==> config.mk <==
export PLATFORM = sky130hd
export DESIGN_NAME = ps2_scancode_sequencer
export DESIGN_NICKNAME = d
export VERILOG_FILES = /design/src/rtl/ps2_pkg.sv /design/src/rtl/ps2_event_fifo.sv /design/src/rtl/ps2_scancode_sequencer.sv
export SDC_FILE = /design/constraint.sdc
export NUM_CORES = 1
export LEC_CHECK = 0
export BUFFER_PORTS_ARGS = -buffer_cell sky130_fd_sc_hd__buf_2
export CORE_UTILIZATION = 45
export DETAILED_ROUTE_END_ITERATION = 8
export PLACE_DENSITY = 0.72
export SLEW_MARGIN = 15
export SYNTH_ARGS = -nofsm -noshare
export SYNTH_HDL_FRONTEND = slang
export SYNTH_SLANG_ARGS = --single-unit
==> constraint.sdc <==
create_clock -name CLK -period 3.05 [get_ports CLK]
set_clock_uncertainty 0.05 [all_clocks]
set_input_delay 0.915 -clock CLK [delete_from_list [all_inputs] [get_ports CLK]]
set_output_delay 0.915 -clock CLK [all_outputs]
set_load 0.02 [all_outputs]
==> src/rtl/ps2_pkg.sv <==
// Shared types and helpers for the PS/2 scan-code sequencer.
package ps2_pkg;

  // Prefix-tracking state of the scan-code sequencer.
  typedef enum logic [1:0] {
    IDLE     = 2'd0,
    GOT_E0   = 2'd1,
    GOT_F0   = 2'd2,
    GOT_E0F0 = 2'd3
  } seq_state_t;

  // Extended-key and break (key release) prefix bytes.
  localparam logic [7:0] PS2_EXT = 8'hE0;
  localparam logic [7:0] PS2_BRK = 8'hF0;

  // One completed key event as stored in the event FIFO.
  typedef struct packed {
    logic [7:0] code;
    logic       ext;
    logic       brk;
  } key_evt_t;

  // Device status/acknowledge bytes that never belong to a key event.
  function automatic logic is_status_byte(input logic [7:0] b);
    case (b)
      8'h00, 8'hAA, 8'hEE, 8'hFA,
      8'hFC, 8'hFD, 8'hFE, 8'hFF: return 1'b1;
      default:                    return 1'b0;
    endcase
  endfunction

endpackage

==> src/rtl/ps2_event_fifo.sv <==
// First-word fall-through FIFO of key events. A push while full is accepted
// only when a pop happens in the same cycle.
module ps2_event_fifo
  import ps2_pkg::*;
#(
  parameter int DEPTH = 4
) (
  input  logic     CLK,
  input  logic     RST_N,
  input  logic     push_i,
  input  key_evt_t data_i,
  input  logic     pop_i,
  output key_evt_t head_o,
  output logic     full_o,
  output logic     empty_o
);

  localparam int AW = (DEPTH > 1) ? $clog2(DEPTH) : 1;
  localparam logic [AW:0] DEPTH_CNT = (AW + 1)'(DEPTH);

  key_evt_t        mem_q [DEPTH];
  logic [AW-1:0]   wr_ptr_q;
  logic [AW-1:0]   rd_ptr_q;
  logic [AW:0]     count_q;
  logic            push_ok;
  logic            pop_ok;

  assign empty_o = (count_q == '0);
  assign full_o  = (count_q == DEPTH_CNT);
  assign pop_ok  = pop_i & ~empty_o;
  assign push_ok = push_i & (~full_o | pop_i);

  // Head is forced to zero when empty so outputs are defined right after reset.
  assign head_o = empty_o ? key_evt_t'('0) : mem_q[rd_ptr_q];

  // Storage write; contents are don't-care until the count covers them.
  always_ff @(posedge CLK) begin
    if (push_ok) begin
      mem_q[wr_ptr_q] <= data_i;
    end
  end

  // Pointer and occupancy bookkeeping; power-of-two depth gives natural wrap.
  always_ff @(posedge CLK or negedge RST_N) begin
    if (!RST_N) begin
      wr_ptr_q <= '0;
      rd_ptr_q <= '0;
      count_q  <= '0;
    end else begin
      if (push_ok) wr_ptr_q <= wr_ptr_q + AW'(1);
      if (pop_ok)  rd_ptr_q <= rd_ptr_q + AW'(1);
      case ({push_ok, pop_ok})
        2'b10:   count_q <= count_q + (AW + 1)'(1);
        2'b01:   count_q <= count_q - (AW + 1)'(1);
        default: count_q <= count_q;
      endcase
    end
  end

endmodule

==> src/rtl/ps2_scancode_sequencer.sv <==
// Turns a raw PS/2 scan-code byte stream into buffered key events, handling
// E0/F0 prefixes, status bytes, frame errors and stalled prefix sequences.
module ps2_scancode_sequencer
  import ps2_pkg::*;
#(
  parameter int FIFO_DEPTH     = 4,
  parameter int TIMEOUT_CYCLES = 100000
) (
  input  logic       CLK,
  input  logic       RST_N,
  input  logic       byte_valid,
  input  logic [7:0] byte_data,
  input  logic       byte_err,
  output logic       evt_valid,
  input  logic       evt_ready,
  output logic [7:0] evt_code,
  output logic       evt_ext,
  output logic       evt_break,
  output logic [7:0] last_make,
  output logic       overflow,
  input  logic       clr_overflow
);

  localparam int TW = (TIMEOUT_CYCLES > 1) ? $clog2(TIMEOUT_CYCLES) : 1;
  localparam logic [TW-1:0] TIMER_LAST = TW'(TIMEOUT_CYCLES - 1);

  seq_state_t    state_q;
  logic [TW-1:0] timer_q;
  logic [7:0]    last_make_q;
  logic          overflow_q;

  logic          is_ext;
  logic          is_brk;
  logic          drop_byte;
  logic          emit;
  key_evt_t      emit_evt;
  key_evt_t      head;
  logic          fifo_full;
  logic          fifo_empty;
  logic          pop;
  logic          evt_dropped;

  assign is_ext    = (byte_data == PS2_EXT);
  assign is_brk    = (byte_data == PS2_BRK);
  assign drop_byte = byte_err | is_status_byte(byte_data);

  // Any accepted non-prefix byte completes an event; ext/brk come from the
  // prefixes already collected in the current state.
  assign emit = byte_valid & ~drop_byte & ~is_ext & ~is_brk;

  // Assemble the event pushed into the FIFO this cycle.
  always_comb begin
    emit_evt      = '0;
    emit_evt.code = byte_data;
    emit_evt.ext  = (state_q == GOT_E0) || (state_q == GOT_E0F0);
    emit_evt.brk  = (state_q == GOT_F0) || (state_q == GOT_E0F0);
  end

  // Prefix FSM plus the stall timer that abandons an incomplete sequence.
  always_ff @(posedge CLK or negedge RST_N) begin
    if (!RST_N) begin
      state_q <= IDLE;
      timer_q <= '0;
    end else if (byte_valid) begin
      timer_q <= '0;
      if (drop_byte) begin
        state_q <= IDLE;
      end else begin
        unique case (state_q)
          IDLE: begin
            if (is_ext)      state_q <= GOT_E0;
            else if (is_brk) state_q <= GOT_F0;
          end
          GOT_E0: begin
            if (is_brk)       state_q <= GOT_E0F0;
            else if (!is_ext) state_q <= IDLE;
          end
          GOT_F0: begin
            if (is_ext)       state_q <= GOT_E0F0;
            else if (!is_brk) state_q <= IDLE;
          end
          GOT_E0F0: begin
            if (!(is_ext || is_brk)) state_q <= IDLE;
          end
          default: state_q <= IDLE;
        endcase
      end
    end else if (state_q != IDLE) begin
      if (timer_q == TIMER_LAST) begin
        state_q <= IDLE;
        timer_q <= '0;
      end else begin
        timer_q <= timer_q + TW'(1);
      end
    end else begin
      timer_q <= '0;
    end
  end

  assign pop         = ~fifo_empty & evt_ready;
  assign evt_dropped = emit & fifo_full & ~pop;

  // Most recent make code (tracked even if the event itself is dropped) and
  // sticky overflow where a new drop outranks a simultaneous clear.
  always_ff @(posedge CLK or negedge RST_N) begin
    if (!RST_N) begin
      last_make_q <= '0;
      overflow_q  <= 1'b0;
    end else begin
      if (emit && !emit_evt.brk) last_make_q <= byte_data;
      if (evt_dropped)           overflow_q  <= 1'b1;
      else if (clr_overflow)     overflow_q  <= 1'b0;
    end
  end

  ps2_event_fifo #(
    .DEPTH(FIFO_DEPTH)
  ) u_fifo (
    .CLK    (CLK),
    .RST_N  (RST_N),
    .push_i (emit),
    .data_i (emit_evt),
    .pop_i  (pop),
    .head_o (head),
    .full_o (fifo_full),
    .empty_o(fifo_empty)
  );

  assign evt_valid = ~fifo_empty;
  assign evt_code  = head.code;
  assign evt_ext   = head.ext;
  assign evt_break = head.brk;
  assign last_make = last_make_q;
  assign overflow  = overflow_q;

endmodule

==> metrics.log <==
INFO  metric outcome = finished clean
INFO  metric detailedPlacementHpwl = 4150 um
INFO  metric synth_top_family_by_area = simple AND/OR/NAND/NOR gates
INFO  metric mappedNetlistArea = 3280 um2
INFO  metric drive_above_1_share = 29.8%
INFO  metric post-cts-setup-buffer-count = 0
INFO  metric cts_htree_levels = 3
INFO  metric postSynthRegisterBits = 75
INFO  metric grt_pass1_vias = 1964
INFO  metric p_sw = 900 uW
INFO  metric core_area = a little under 7000 um2
INFO  metric placement_rows = 30
INFO  metric vdd_drop_max = between 0.0002 and 0.00025 V
INFO  metric cts.root.buffer_cell = clkbuf_8
INFO  metric cts.reportedPaths.clkPinSlew = around 80 ps
INFO  metric vias = approximately 2000
INFO  metric clk_latency = 340 ps
INFO  metric timing.final.hold_violations = 0
INFO  metric finalMaxSlewViolations = 0
INFO  metric initial_utilization = a little under half
INFO  metric ys_warn_count = 0
INFO  metric critPathLaunchType = flop
INFO  metric gr-usage-all-layers = between 15 and 20%
INFO  metric timing.critical_path.arrival = 1740 ps
INFO  metric detail_route.vias_per_cell = 5.22
INFO  metric place.gp.congestion = 0.767
INFO  metric worst-endpoint-required = roughly 2100 ps
INFO  metric wl = around 5800 um
INFO  metric fmaxAchievable = around 370 MHz
INFO  metric wl_per_cell = between 15 and 20 um
INFO  metric power.density = between 700 and 800 nW/um2
INFO  metric synth_compound_gate_area_share = 2.97%
INFO  metric antenna_found_initial = 0
INFO  metric yosys.area_share.xor_xnor = ~4.5%
INFO  metric numPlacedInstances = between 300 and 400
INFO  metric detailedRoute.firstIterationViolations = 117
INFO  metric share_clk_of_total_power = 26.5%
INFO  metric fillCellCount = approximately 600
INFO  metric pin_count_of_the_biggest_net_entering_global_routing = 36
INFO  metric buffer_ports.inserted = 33
INFO  metric pwr-share-seq = ~45%
INFO  metric crit_fanout = 7
INFO  metric totalPowerFinal = 2.87 mW
INFO  metric tritoncts = yes
INFO  metric grt-ovfl-total = 0
INFO  metric grt_pass1_wl = approximately 9700 um
INFO  metric synth_seq_area_share = 63.3%
INFO  metric worst_hold_path_type = reg2reg
INFO  metric cts_resized = 0
INFO  metric antenna_cells_inserted = 0
INFO  metric layout.cells.non_filler = 381
INFO  metric synth_simple_gate_area_share = between 10 and 15%
INFO  metric timing.slew.headroom = about 47%
INFO  metric die_x = 87.4 um
INFO  metric count_of_mapped_cells_out_of_synthesis = 230
INFO  metric synth_mux_area_share = between 10% and 20%
INFO  metric ys_types = 37
INFO  metric drt_pass1_iterations = 4
INFO  metric clock-sinks = 75
INFO  metric netSwitchingFraction = between 30% and 40%
INFO  metric dieArea = roughly 7600 um2
INFO  metric post_synthesis_mean_instance_area = ~14 um2
INFO  metric layout.nets = between 300 and 400
INFO  metric areaGrowthSynthToFinish = 16.7%
INFO  metric cp-end-kind = primary output
INFO  metric syn-num-nets = roughly 250
INFO  metric fin_crit_sh = 88.8%
INFO  metric worst_slew_pin_slew = 799 ps
INFO  metric max-clock-path-buffers = 2
INFO  metric ant_nets = 0
INFO  metric rsz_0062_raised_after_global_routing = false
INFO  metric time_the_final_worst_path_needs_with_i_o_delays_and_setup = approximately 2700 ps
INFO  metric crit_type = reg2out
INFO  metric power_frac_comb = roughly 29%
INFO  metric dieHeight = ~90 um
INFO  metric intPower = 1.97 mW
INFO  metric post-route-drc-count = 0
INFO  metric setup_violations = 0
INFO  metric detailedPlace.worstSlack = -0.703 ps
INFO  metric number_of_top_level_pins = 34
INFO  metric cts_inserted_buffers = 9
INFO  metric total_leakage_power = roughly 1.5 nW
INFO  metric synth-adder-area-share = under 10%
INFO  metric worst_slack = around 340 ps
INFO  metric maxCapViolCount = 0
INFO  metric cts_hold_buffers = 0
## layer usage
metal,track usage (%),part of all wire [%],vias to the layer above
met5,0,0,-
met3,3.41,3.7,10
met2,27.8,49,49
li1,-,-,935
met1,23.0,46,994
met4,9.39,1.2,0
## critical path: stages (launching register included)
cell	delay [ps]
dfrtp_1	360
buf_4	190
mux4_2	520
and2_1	170
buf_2	150
## logic make-up (layout without fill, tap and decap cells)
logic type	Yosys count	in the layout
compound gates	15	15
xor+xnor	17	17
fa+ha+maj	7	7
buf+inv	15	70
flops	75	75
mux	20	20
simple gates	81	81
## registers in the layout, summed over array words and instances, names as in the netlist
register / cells
last_make: 8
overflow: 1
state_q: 2
timer_q: 17
u_fifo.count_q: 3
u_fifo.mem_q: 40
u_fifo.rd_ptr_q: 2
u_fifo.wr_ptr_q: 2
## power by group through the flow
| stage | sequential (mW) | clock [mW] | combinational [mW] |
|---|---|---|---|
| CTS | 1.29 | 0.778 | 0.842 |
| global route | 1.30 | 0.821 | 0.908 |
| detailed placement | 1.31 | 0 | 0.840 |
| global placement | 1.30 | 0 | 0.819 |
| floorplan | 1.29 | 0 | 0.584 |
| finish | 1.28 | 0.759 | 0.825 |
## cell usage after synthesis, drive strengths merged
| master | n | area share, % |
|---|---|---|
| edfxtp | 40 | 37 |
| dfrtp | 35 | 27 |
| nor2 | 20 | 2.3 |
| and2 | 16 | 3.1 |
| nand2 | 14 | 1.6 |
| xor2 | 11 | 2.9 |
| mux4 | 10 | 6.9 |
| inv | 9 | 1.0 |
| mux2 | 9 | 3.1 |
| a21oi | 6 | 1.0 |
| ha | 6 | 2.3 |
| or3 | 6 | 1.2 |
| xnor2 | 6 | 1.6 |
| and3 | 5 | 0.95 |
| clkbuf | 5 | 0.57 |
| nand3 | 4 | 0.61 |
| nand4 | 4 | 0.76 |
| o21ai | 4 | 0.61 |
| nand2b | 3 | 0.65 |
| nor4b | 2 | 0.99 |
| nor4bb | 2 | 0.61 |
| o2bb2ai | 2 | 0.53 |
| a32oi | 1 | 0.27 |
| and4 | 1 | 0.27 |
| buf | 1 | 0.15 |
| fa | 1 | 0.61 |
| mux2i | 1 | 0.31 |
| nor3 | 1 | 0.15 |
| nor4 | 1 | 0.65 |
| o2111ai | 1 | 0.27 |
| o41ai | 1 | 0.27 |
| or4 | 1 | 0.23 |
| or4b | 1 | 0.31 |
## worst paths after layout
kind	from	endpoint	slack (ps)	cells after the start
setup / recovery	u_fifo.rd_ptr_q[0]	evt_ext	340	4
hold / removal	timer_q[0]	timer_q[0]	420	1
setup reg to reg	u_fifo.count_q[0]	u_fifo.count_q[2]	540	9
hold reg to reg	timer_q[0]	timer_q[0]	420	1
max in group asynchronous	RST_N	overflow	1840	1
min in group asynchronous	RST_N	timer_q[16]	600	1
## stage by stage
step	hold WS, ps	util [%]	setup TNS [ps]	instance area [um2]
6_report	419	55.5	0	3830
5_1_grt	442	55.5	0	3830
4_1_cts	422	55.5	0	3830
3_5_place_dp	403	52.6	-0.703	3630
3_3_place_gp	388	52.6	0	3630
2_1_floorplan	374	-	0	3280
## layout by cell type (no fill, tap or decap), types with 2 or more instances in the layout
| master | instances |
|---|---|
| a21oi_1 | 5 |
| and2_1 | 16 |
| and3_1 | 5 |
| buf_2 | 33 |
| buf_4 | 12 |
| clkbuf_8 | 9 |
| clkinv_4 | 2 |
| dfrtp_1 | 35 |
| edfxtp_1 | 40 |
| ha_1 | 6 |
| inv_1 | 9 |
| inv_6 | 2 |
| mux2_2 | 9 |
| mux4_2 | 10 |
| nand2_1 | 14 |
| nand2b_1 | 2 |
| nand3_1 | 4 |
| nand4_1 | 4 |
| nor2_1 | 20 |
| nor4bb_1 | 2 |
| o21ai_0 | 4 |
| o2bb2ai_1 | 2 |
| or3_1 | 5 |
| xnor2_1 | 6 |
| xor2_1 | 11 |
## layout make-up
type                    count  area, um2  area share (%)
inverters                   9       33.8           0.882
clock inverters             7       73.8            1.93
well taps                  96        120            3.14
flip-flops and latches     75       2080            54.2
multi-input cells         140       1150            29.9
repair buffers             45        255            6.66
clock buffers               9        124            3.23
Power figures use the tool's default switching activity.
